### config.mk
export PLATFORM = sky130hd
export DESIGN_NAME = ctrl_pipe_hazard
export DESIGN_NICKNAME = d
export VERILOG_FILES = /design/src/rtl/ctrl_pipe_hazard.sv
export SDC_FILE = /design/constraint.sdc
export NUM_CORES = 1
export LEC_CHECK = 0
export ABC_AREA = 1
export CAP_MARGIN = 20
export CORE_AREA = 2 2 58 115
export CTS_CLUSTER_SIZE = 14
export DETAILED_ROUTE_END_ITERATION = 10
export DIE_AREA = 0 0 60 117
export PLACE_DENSITY = 0.74
export SLEW_MARGIN = 20
export SYNTH_ARGS = -nofsm -noshare
export SYNTH_HDL_FRONTEND = slang
export SYNTH_SLANG_ARGS = --single-unit
### constraint.sdc
create_clock -name clk -period 1.6 [get_ports clk]
set_clock_uncertainty 0.15 [all_clocks]
set_input_delay 0.16 -clock clk [delete_from_list [all_inputs] [get_ports clk]]
set_output_delay 0.16 -clock clk [all_outputs]
set_load 0.05 [all_outputs]
### src/rtl/ctrl_pipe_hazard.sv
// -----------------------------------------------------------------------------
// ctrl_pipe_hazard
//
// Pipeline control unit. It decodes the ID-stage opcode into a control bundle
// and carries that bundle through the ID/EX, EX/MEM and MEM/WB registers. It
// also detects load-use hazards, squashes the ID instruction when a branch in
// EX resolves taken, and produces the EX operand forwarding selects. The
// datapath holds only data registers; all control state lives in this block.
//
// Ports
//   clk, rst            clock; synchronous active-high reset
//   id_valid            IF/ID register holds a real instruction
//   id_op               6-bit opcode in ID
//   id_rs/id_rt/id_rd   register specifiers in ID
//   ex_branch_taken     branch in EX resolved taken
//   stall               hold PC and IF/ID (combinational)
//   flush               clear IF/ID (combinational)
//   id_illegal          valid ID instruction with an unsupported opcode
//   ex_*                ID/EX control bundle and specifiers
//   fwd_a, fwd_b        00 regfile, 10 EX/MEM result, 01 MEM/WB result
//   mem_*               EX/MEM control bundle
//   wb_*                MEM/WB control bundle
// -----------------------------------------------------------------------------
module ctrl_pipe_hazard #(
    parameter int unsigned REG_ADDR_W = 5,
    parameter int unsigned ALUOP_W    = 3,
    parameter bit          EXT_ISA    = 1'b1
) (
    input  logic                  clk,
    input  logic                  rst,
    input  logic                  id_valid,
    input  logic [5:0]            id_op,
    input  logic [REG_ADDR_W-1:0] id_rs,
    input  logic [REG_ADDR_W-1:0] id_rt,
    input  logic [REG_ADDR_W-1:0] id_rd,
    input  logic                  ex_branch_taken,
    output logic                  stall,
    output logic                  flush,
    output logic                  id_illegal,
    output logic                  ex_valid,
    output logic                  ex_regdst,
    output logic                  ex_alusrc,
    output logic                  ex_branch,
    output logic                  ex_bne,
    output logic                  ex_zext,
    output logic                  ex_rtype,
    output logic                  ex_memread,
    output logic [ALUOP_W-1:0]    ex_aluop,
    output logic [REG_ADDR_W-1:0] ex_rs,
    output logic [REG_ADDR_W-1:0] ex_rt,
    output logic [REG_ADDR_W-1:0] ex_dest,
    output logic [1:0]            fwd_a,
    output logic [1:0]            fwd_b,
    output logic                  mem_valid,
    output logic                  mem_memread,
    output logic                  mem_memwrite,
    output logic                  mem_regwrite,
    output logic                  mem_memtoreg,
    output logic                  mem_jal,
    output logic [REG_ADDR_W-1:0] mem_dest,
    output logic                  wb_valid,
    output logic                  wb_regwrite,
    output logic                  wb_memtoreg,
    output logic                  wb_jal,
    output logic [REG_ADDR_W-1:0] wb_dest
);

    typedef enum logic [5:0] {
        OP_RTYPE = 6'b000000,
        OP_J     = 6'b000010,
        OP_JAL   = 6'b000011,
        OP_BEQ   = 6'b000100,
        OP_BNE   = 6'b000101,
        OP_ADDI  = 6'b001000,
        OP_SLTI  = 6'b001010,
        OP_ANDI  = 6'b001100,
        OP_ORI   = 6'b001101,
        OP_XORI  = 6'b001110,
        OP_LUI   = 6'b001111,
        OP_LW    = 6'b100011,
        OP_SW    = 6'b101011
    } opcode_e;

    // ID/EX carries the full bundle; later stages keep only what they consume.
    typedef struct packed {
        logic                  valid;
        logic                  regdst;
        logic                  alusrc;
        logic                  branch;
        logic                  bne;
        logic                  zext;
        logic                  rtype;
        logic                  memread;
        logic                  memwrite;
        logic                  regwrite;
        logic                  memtoreg;
        logic                  jal;
        logic [ALUOP_W-1:0]    aluop;
        logic [REG_ADDR_W-1:0] rs;
        logic [REG_ADDR_W-1:0] rt;
        logic [REG_ADDR_W-1:0] dest;
    } idex_t;

    typedef struct packed {
        logic                  valid;
        logic                  memread;
        logic                  memwrite;
        logic                  regwrite;
        logic                  memtoreg;
        logic                  jal;
        logic [REG_ADDR_W-1:0] dest;
    } exmem_t;

    typedef struct packed {
        logic                  valid;
        logic                  regwrite;
        logic                  memtoreg;
        logic                  jal;
        logic [REG_ADDR_W-1:0] dest;
    } memwb_t;

    idex_t  idex_q,  idex_d;
    exmem_t exmem_q, exmem_d;
    memwb_t memwb_q, memwb_d;

    idex_t  dec;
    logic   dec_legal;
    logic   dec_rt_src;
    logic   load_use;

    // ------------------------------------------------------------------
    // Opcode decode
    // ------------------------------------------------------------------
    always_comb begin
        dec        = '0;
        dec_legal  = 1'b1;
        dec_rt_src = 1'b0;
        case (id_op)
            OP_RTYPE: begin
                dec.regdst   = 1'b1;
                dec.aluop    = ALUOP_W'(3'b010);
                dec.regwrite = 1'b1;
                dec.rtype    = 1'b1;
                dec_rt_src   = 1'b1;
            end
            OP_LW: begin
                dec.alusrc   = 1'b1;
                dec.memtoreg = 1'b1;
                dec.regwrite = 1'b1;
                dec.memread  = 1'b1;
            end
            OP_SW: begin
                dec.alusrc   = 1'b1;
                dec.memwrite = 1'b1;
                dec_rt_src   = 1'b1;
            end
            OP_BEQ: begin
                dec.branch   = 1'b1;
                dec.aluop    = ALUOP_W'(3'b001);
                dec_rt_src   = 1'b1;
            end
            OP_BNE: begin
                dec.bne      = 1'b1;
                dec.aluop    = ALUOP_W'(3'b001);
                dec_rt_src   = 1'b1;
            end
            OP_ANDI: begin
                dec.alusrc   = 1'b1;
                dec.aluop    = ALUOP_W'(3'b100);
                dec.regwrite = 1'b1;
                dec.zext     = 1'b1;
            end
            OP_ADDI: begin
                dec.alusrc   = 1'b1;
                dec.regwrite = 1'b1;
            end
            OP_ORI: begin
                dec.alusrc   = 1'b1;
                dec.aluop    = ALUOP_W'(3'b011);
                dec.regwrite = 1'b1;
                dec.zext     = 1'b1;
            end
            OP_JAL: begin
                dec.jal      = 1'b1;
                dec.regwrite = 1'b1;
            end
            OP_SLTI: begin
                if (EXT_ISA) begin
                    dec.alusrc   = 1'b1;
                    dec.aluop    = ALUOP_W'(3'b101);
                    dec.regwrite = 1'b1;
                end else begin
                    dec_legal = 1'b0;
                end
            end
            OP_XORI: begin
                if (EXT_ISA) begin
                    dec.alusrc   = 1'b1;
                    dec.aluop    = ALUOP_W'(3'b110);
                    dec.regwrite = 1'b1;
                    dec.zext     = 1'b1;
                end else begin
                    dec_legal = 1'b0;
                end
            end
            OP_LUI: begin
                if (EXT_ISA) begin
                    dec.alusrc   = 1'b1;
                    dec.aluop    = ALUOP_W'(3'b111);
                    dec.regwrite = 1'b1;
                end else begin
                    dec_legal = 1'b0;
                end
            end
            OP_J: begin
                if (!EXT_ISA) begin
                    dec_legal = 1'b0;
                end
            end
            default: begin
                dec_legal = 1'b0;
            end
        endcase

        // Illegal opcodes flow on as harmless valid instructions.
        if (!dec_legal) begin
            dec.aluop = ALUOP_W'(3'b001);
        end

        dec.valid = 1'b1;
        dec.rs    = id_rs;
        dec.rt    = id_rt;

        if (!dec.regwrite) begin
            dec.dest = '0;
        end else if (dec.jal) begin
            dec.dest = '1;
        end else if (dec.regdst) begin
            dec.dest = id_rd;
        end else begin
            dec.dest = id_rt;
        end
    end

    assign id_illegal = id_valid & ~dec_legal;

    // ------------------------------------------------------------------
    // Hazard detection
    // ------------------------------------------------------------------
    assign flush = ex_branch_taken;

    always_comb begin
        load_use = id_valid && idex_q.valid && idex_q.memread &&
                   (idex_q.dest != '0) &&
                   ((idex_q.dest == id_rs) ||
                    (dec_rt_src && (idex_q.dest == id_rt)));
        // A taken branch squashes the ID instruction anyway, so it wins.
        stall = load_use && !flush;
    end

    // ------------------------------------------------------------------
    // Forwarding selects
    // ------------------------------------------------------------------
    function automatic logic [1:0] fwd_sel(
        input logic [REG_ADDR_W-1:0] src,
        input exmem_t                m,
        input memwb_t                w
    );
        logic [1:0] sel;
        sel = 2'b00;
        if (m.valid && m.regwrite && (m.dest != '0) && (m.dest == src)) begin
            sel = 2'b10;
        end else if (w.valid && w.regwrite && (w.dest != '0) && (w.dest == src)) begin
            sel = 2'b01;
        end
        return sel;
    endfunction

    assign fwd_a = fwd_sel(idex_q.rs, exmem_q, memwb_q);
    assign fwd_b = fwd_sel(idex_q.rt, exmem_q, memwb_q);

    // ------------------------------------------------------------------
    // Pipeline register next-state
    // ------------------------------------------------------------------
    always_comb begin
        idex_d = '0;
        if (id_valid && !stall && !flush) begin
            idex_d = dec;
        end

        exmem_d.valid    = idex_q.valid;
        exmem_d.memread  = idex_q.memread;
        exmem_d.memwrite = idex_q.memwrite;
        exmem_d.regwrite = idex_q.regwrite;
        exmem_d.memtoreg = idex_q.memtoreg;
        exmem_d.jal      = idex_q.jal;
        exmem_d.dest     = idex_q.dest;

        memwb_d.valid    = exmem_q.valid;
        memwb_d.regwrite = exmem_q.regwrite;
        memwb_d.memtoreg = exmem_q.memtoreg;
        memwb_d.jal      = exmem_q.jal;
        memwb_d.dest     = exmem_q.dest;
    end

    always_ff @(posedge clk) begin
        if (rst) begin
            idex_q  <= '0;
            exmem_q <= '0;
            memwb_q <= '0;
        end else begin
            idex_q  <= idex_d;
            exmem_q <= exmem_d;
            memwb_q <= memwb_d;
        end
    end

    // ------------------------------------------------------------------
    // Output mapping
    // ------------------------------------------------------------------
    assign ex_valid     = idex_q.valid;
    assign ex_regdst    = idex_q.regdst;
    assign ex_alusrc    = idex_q.alusrc;
    assign ex_branch    = idex_q.branch;
    assign ex_bne       = idex_q.bne;
    assign ex_zext      = idex_q.zext;
    assign ex_rtype     = idex_q.rtype;
    assign ex_memread   = idex_q.memread;
    assign ex_aluop     = idex_q.aluop;
    assign ex_rs        = idex_q.rs;
    assign ex_rt        = idex_q.rt;
    assign ex_dest      = idex_q.dest;

    assign mem_valid    = exmem_q.valid;
    assign mem_memread  = exmem_q.memread;
    assign mem_memwrite = exmem_q.memwrite;
    assign mem_regwrite = exmem_q.regwrite;
    assign mem_memtoreg = exmem_q.memtoreg;
    assign mem_jal      = exmem_q.jal;
    assign mem_dest     = exmem_q.dest;

    assign wb_valid     = memwb_q.valid;
    assign wb_regwrite  = memwb_q.regwrite;
    assign wb_memtoreg  = memwb_q.memtoreg;
    assign wb_jal       = memwb_q.jal;
    assign wb_dest      = memwb_q.dest;

endmodule

# Word level (Yosys, flattened, before mapping)
# Index checks and enable logic that the tools add are counted.
# Widths: inputs -> output; s select.
[totals]
register_bits = 47
input_bits = 25
[op_classes]
n_bitwise = 4
muxes = 21
n_reduce_logical = 32
eq_ne = 18
[op_table]
columns = ["operator", "count"]
rows = [
  ["$eq 6x4->1 const B", 6],
  ["$eq 5x5->1", 6],
  ["$mux 30", 1],
  ["$pmux 3 s7", 1],
  ["$logic_and 1x1->1", 16],
  ["$mux 5", 3],
  ["$reduce_bool 5->1", 3],
  ["$mux 1", 13],
  ["$reduce_or 13->1", 1],
  ["$eq 6x2->1 const B", 2],
  ["$eq 6x3->1 const B", 2],
  ["$eq 6x6->1 const B", 2],
  ["$reduce_or 3->1", 3],
  ["$reduce_or 9->1", 1],
  ["$reduce_or 8->1", 1],
  ["$logic_not 6->1", 1],
  ["$mux 2", 2],
  ["$reduce_or 2->1", 2],
  ["$reduce_or 4->1", 1],
  ["$mux 3", 1],
  ["$not 1->1", 3],
  ["$logic_not 1->1", 2],
  ["$and 1x1->1", 1],
  ["$logic_or 1x1->1", 1],
]

# Logic depth before layout (Yosys ltp)
[depth]
word_depth = 12
depth_mapped = 11

# Worst setup path after synthesis
# No wires, ideal clock.
[synth_timing]
path_type = "reg-to-output"
startpoint = "register exmem_q, in the netlist mem_dest[4]"
endpoint = "output port fwd_b[0]"
arrival_time_ps = 3195
n_path_buf = 0
required_ps = 1290
path_stages_with_launch = 5
setup_slack_ps = -1905
cell_sequence = "dfxtp_1 > xnor2_1 > nand3_1 > nor4_1 > nor2_1"
[synth_via]
elab_chain_len = 4
[synth_rtl]
columns = ["item", "line_no", "text"]
rows = [
  ["start, declared", "123", "exmem_t exmem_q, exmem_d;"],
  ["start signal, assigned", "313", "exmem_q <= exmem_d;"],
  ["$reduce_bool 5->1", "271", "if (m.valid && m.regwrite && (m.dest != '0) && (m.dest == src)) begin"],
  ["$logic_and 1x1->1", "271", ""],
  ["$logic_and 1x1->1 (*)", "271", ""],
  ["$mux 2 (*)", "271", ""],
  ["end, declared", "53", "output logic [1:0] fwd_b,"],
]
# Every way passes the cells marked *; elsewhere a longest branch is shown, timed or not.

# Final worst setup path
[layout_timing]
startpoint = "register exmem_q, in the netlist mem_dest[2]"
endpoint = "output port fwd_b[0]"
# The elaborated chain is that of the path after synthesis.

==> metrics list <==
- The worst setup path is captured at an output port.
- Cell depth of the worst flop-to-flop path: 8
- Critical path launch point: mem_dest[2]
- Part of the Yosys area used for sequential elements: 44.4%
* Run status: finished, violations left
- Final worst slack: -257 ps
- After detailed routing, the total wire length is 5.85 mm.
- Critical setup path kind: reg -> out
- Headroom to the max-slew limit came out at 74.3%.
- Top_reg_cell synth: dfxtp_1
* TritonCTS Sinks: 47
* Register bit count reported by yosys: 47
* Worst-Skew Late Latency: 290 ps
- The floorplan step set the die height to 117 um.
* Remaining Overflow, GRT: 0
- Max-cap violations in this run came to 0.
* Total DRC errors in the routed layout: 0
* Hold path depth: 3
- When the netlist entered floorplanning its net count stood at 303.
- Inserted Diodes: 0
- Sum of net half-perimeters after detailed placement: 4.36 mm
- After detailed placement, the total cell area comes to 0.00337 sq mm.
- Number of cells produced by synthesis: 278
- In the final routed layout, each cell accounts on average for 12.2 um.
* Final-report setup violation count: 5
* Floorplan Core Area: 0.00621 sq mm
- After floorplanning, the core was divided into 41 placement rows.
* Share of the core filled with cells in the final layout: 61.6%
- Source of the worst hold timing path: id_rt[4]
- Share of final-layout standard cells stronger than drive strength 1: 50.6%
- TritonCTS built the clock tree.
* Number of flops mapped to enable cells by yosys: 0
* Root cell of the clock tree: clkbuf_16
- Area grow syn2layout: 80.7%
- Setup repair after global routing missed its margin: true
- Count of H-tree levels built during CTS: 2
- Global routing consumed, over all layers together, 16.9% of the routing resources.
- Detailed-route vias per instance: 4.34
- Via count: 2087
- Number of input and output port buffers inserted: 77
- Pre-antenna DRT Iters: 4
- Of all nets on the critical path, the largest fanout is 4.
- Transition time of the tightest slew-check pin: 382 ps
- For this block, the initial DRC count from the detailed router was 36.
- The via count of the first global-routing pass came to 2067.
- In the final design database the tool counted 419 nets.
* CP startpoint kind: flop
* Final weighted congestion of routability-driven global placement: 0.854
- Share of the clock period used by the worst path after layout: 116%
- Floorplan die width: 60 um
* I/O Pins: 78
- Counting flops with an async set or reset pin after synthesis yields a share of 0%.
- The Yosys step of the flow raised 0 warnings.
- Clock period minus worst slack: 1860 ps
* Clock input transition at the sequential cells of the worst setup and hold paths: 70 ps
* Crit path required time: 1290 ps
- For this configuration, the core starts out at a cell density of 34.1%.
- Cell Pwr Density: 677 mW/mm^2
- IR analysis of the VDD net gives a maximum drop of 0.476 mV.
- Final count of hold timing violations: 0
- The number of hold buffers added after CTS was 0.
- In this run the mean area of a mapped cell was 7.62 sq um.
* Maximum clock frequency: 539 MHz
- Once detail routing completed, the nets flagged for antenna violations numbered 0.
- Mapped Area: 0.00212 sq mm
* Maximum count of clock buffers along a single path: 2
- FF-to-FF End: ex_rtype
* Path type of the worst min-delay path: in -> reg
- The initial antenna violation count was 0.
* Slew Viols, Final: 0
- Worst reg2reg setup slack: 70 ps
- Design area: 0.00382 sq mm
- In this run the critical register-to-register path is launched from ex_dest[4].
- Netlist cell types: 23
- Entering global routing, the biggest net connects 20 pins.
- Counting the buffers created by CTS gives 5.
- Total Power Consumption: 2590 uW
- The checks that failed: setup timing.
- STA puts the critical path data arrival time at 1550 ps.
- Hold Path Sink: ex_dest[4]
- Summed over all cells, the static leakage comes to 0.00183 uW.
- Global-route wire length before repair: 8.91 mm
* Die Area: 0.00702 sq mm
==> repair_timing <==
item / 4_1_cts / 5_1_grt
pin swaps: 15 / 23
setup buffers: 7 / 4
setup endpoints to repair: 22 / 34
hold endpoints to repair: 0 / 0
gates cloned: 0 / 1
gates resized for setup: 34 / 47
==> registers in the layout, summed over array words and instances (netlist names), 3 cells and up <==
| signal | flops |
|---|---|
| ex_aluop | 3 |
| ex_dest | 5 |
| ex_rs | 5 |
| ex_rt | 5 |
| exmem_d | 4 |
| mem_dest | 5 |
| wb_dest | 5 |
==> power by group <==
group / total [uW] / switching [uW] / internal, uW
registers: 1180 / 16.8 / 1170
clock network: 1030 / 447 / 584
logic: 377 / 203 / 174
total: 2590 / 666 / 1920
==> kinds of logic (layout without fill, tap and decap cells) <==
logic type      after synthesis  in the layout  share of synthesized area (%)
xor+xnor                     23             23                           9.52
simple gates                129            130                           28.7
flops                        47             47                           44.4
compound gates               15             15                           3.78
buf+inv                      64            180                           13.5
==> cell usage after synthesis (4+ instances only) <==
library cell / number / area, sq um
a21oi_1: 7 / 35.0
buf_4: 8 / 60.1
dfxtp_1: 47 / 941
inv_1: 50 / 188
nand2_1: 29 / 109
nand3_1: 14 / 70.1
nand4_1: 4 / 25.0
nor2_1: 50 / 188
nor2_2: 12 / 75.1
nor3_1: 8 / 40.0
o21ai_0: 6 / 30.0
xnor2_1: 12 / 105
xor2_1: 11 / 96.3
==> area by class of cell <==
type	count	area, sq um
repair buffers	120	1200
clock inverters	3	25.0
well taps	86	108
fillers	507	2380
flip-flops and latches	47	1000
clock buffers	5	125
inverters	52	203
multi-input cells	168	1160
==> routing by layer <==
metal  part of all wire, %  global-route usage [%]
met1                    36                    17.4
met2                    55                    31.1
met3                   6.0                    3.52
met4                   2.8                    8.30
met5                     0                       0
==> critical path: stages, from the launching register on <==
cell and delay [ps]:
dfxtp_4 390, nor3_4 60, nand3_2 100, nand3_4 110, nor4_4 380, nor2_4 60, buf_12 150
==> placed cells by master, fill, tap and decap left out, drive strengths merged, types with 11 or more instances in the layout <==
master / n
buf: 96
nor2: 63
nand3: 17
xor2: 11
xnor2: 12
dfxtp: 47
inv: 52
nand2: 35
clkdlybuf4s50: 14
==> worst max path at each step <==
stage / cells past startpoint / to
global route: 5 / fwd_a[0]
CTS: 7 / fwd_b[0]
floorplan: 5 / fwd_a[0]
finish: 6 / fwd_b[0]
detailed placement: 10 / exmem_d[5]
global placement: 8 / id_illegal
==> metrics by stage <==
stage | TNS (ps) | hold WS [ps] | setup slack (ps) | std cells
final | -1080 | 48.2 | -257 | 481
after global routing | -1500 | 97.3 | -376 | 481
after CTS | -1200 | 227 | -318 | 478
after detailed placement | -7420 | 238 | -322 | 464
after global placement | -6300 | 233 | -270 | 464
after floorplan | -869 | 115 | -322 | 278
(Power assumes the default switching activity.)
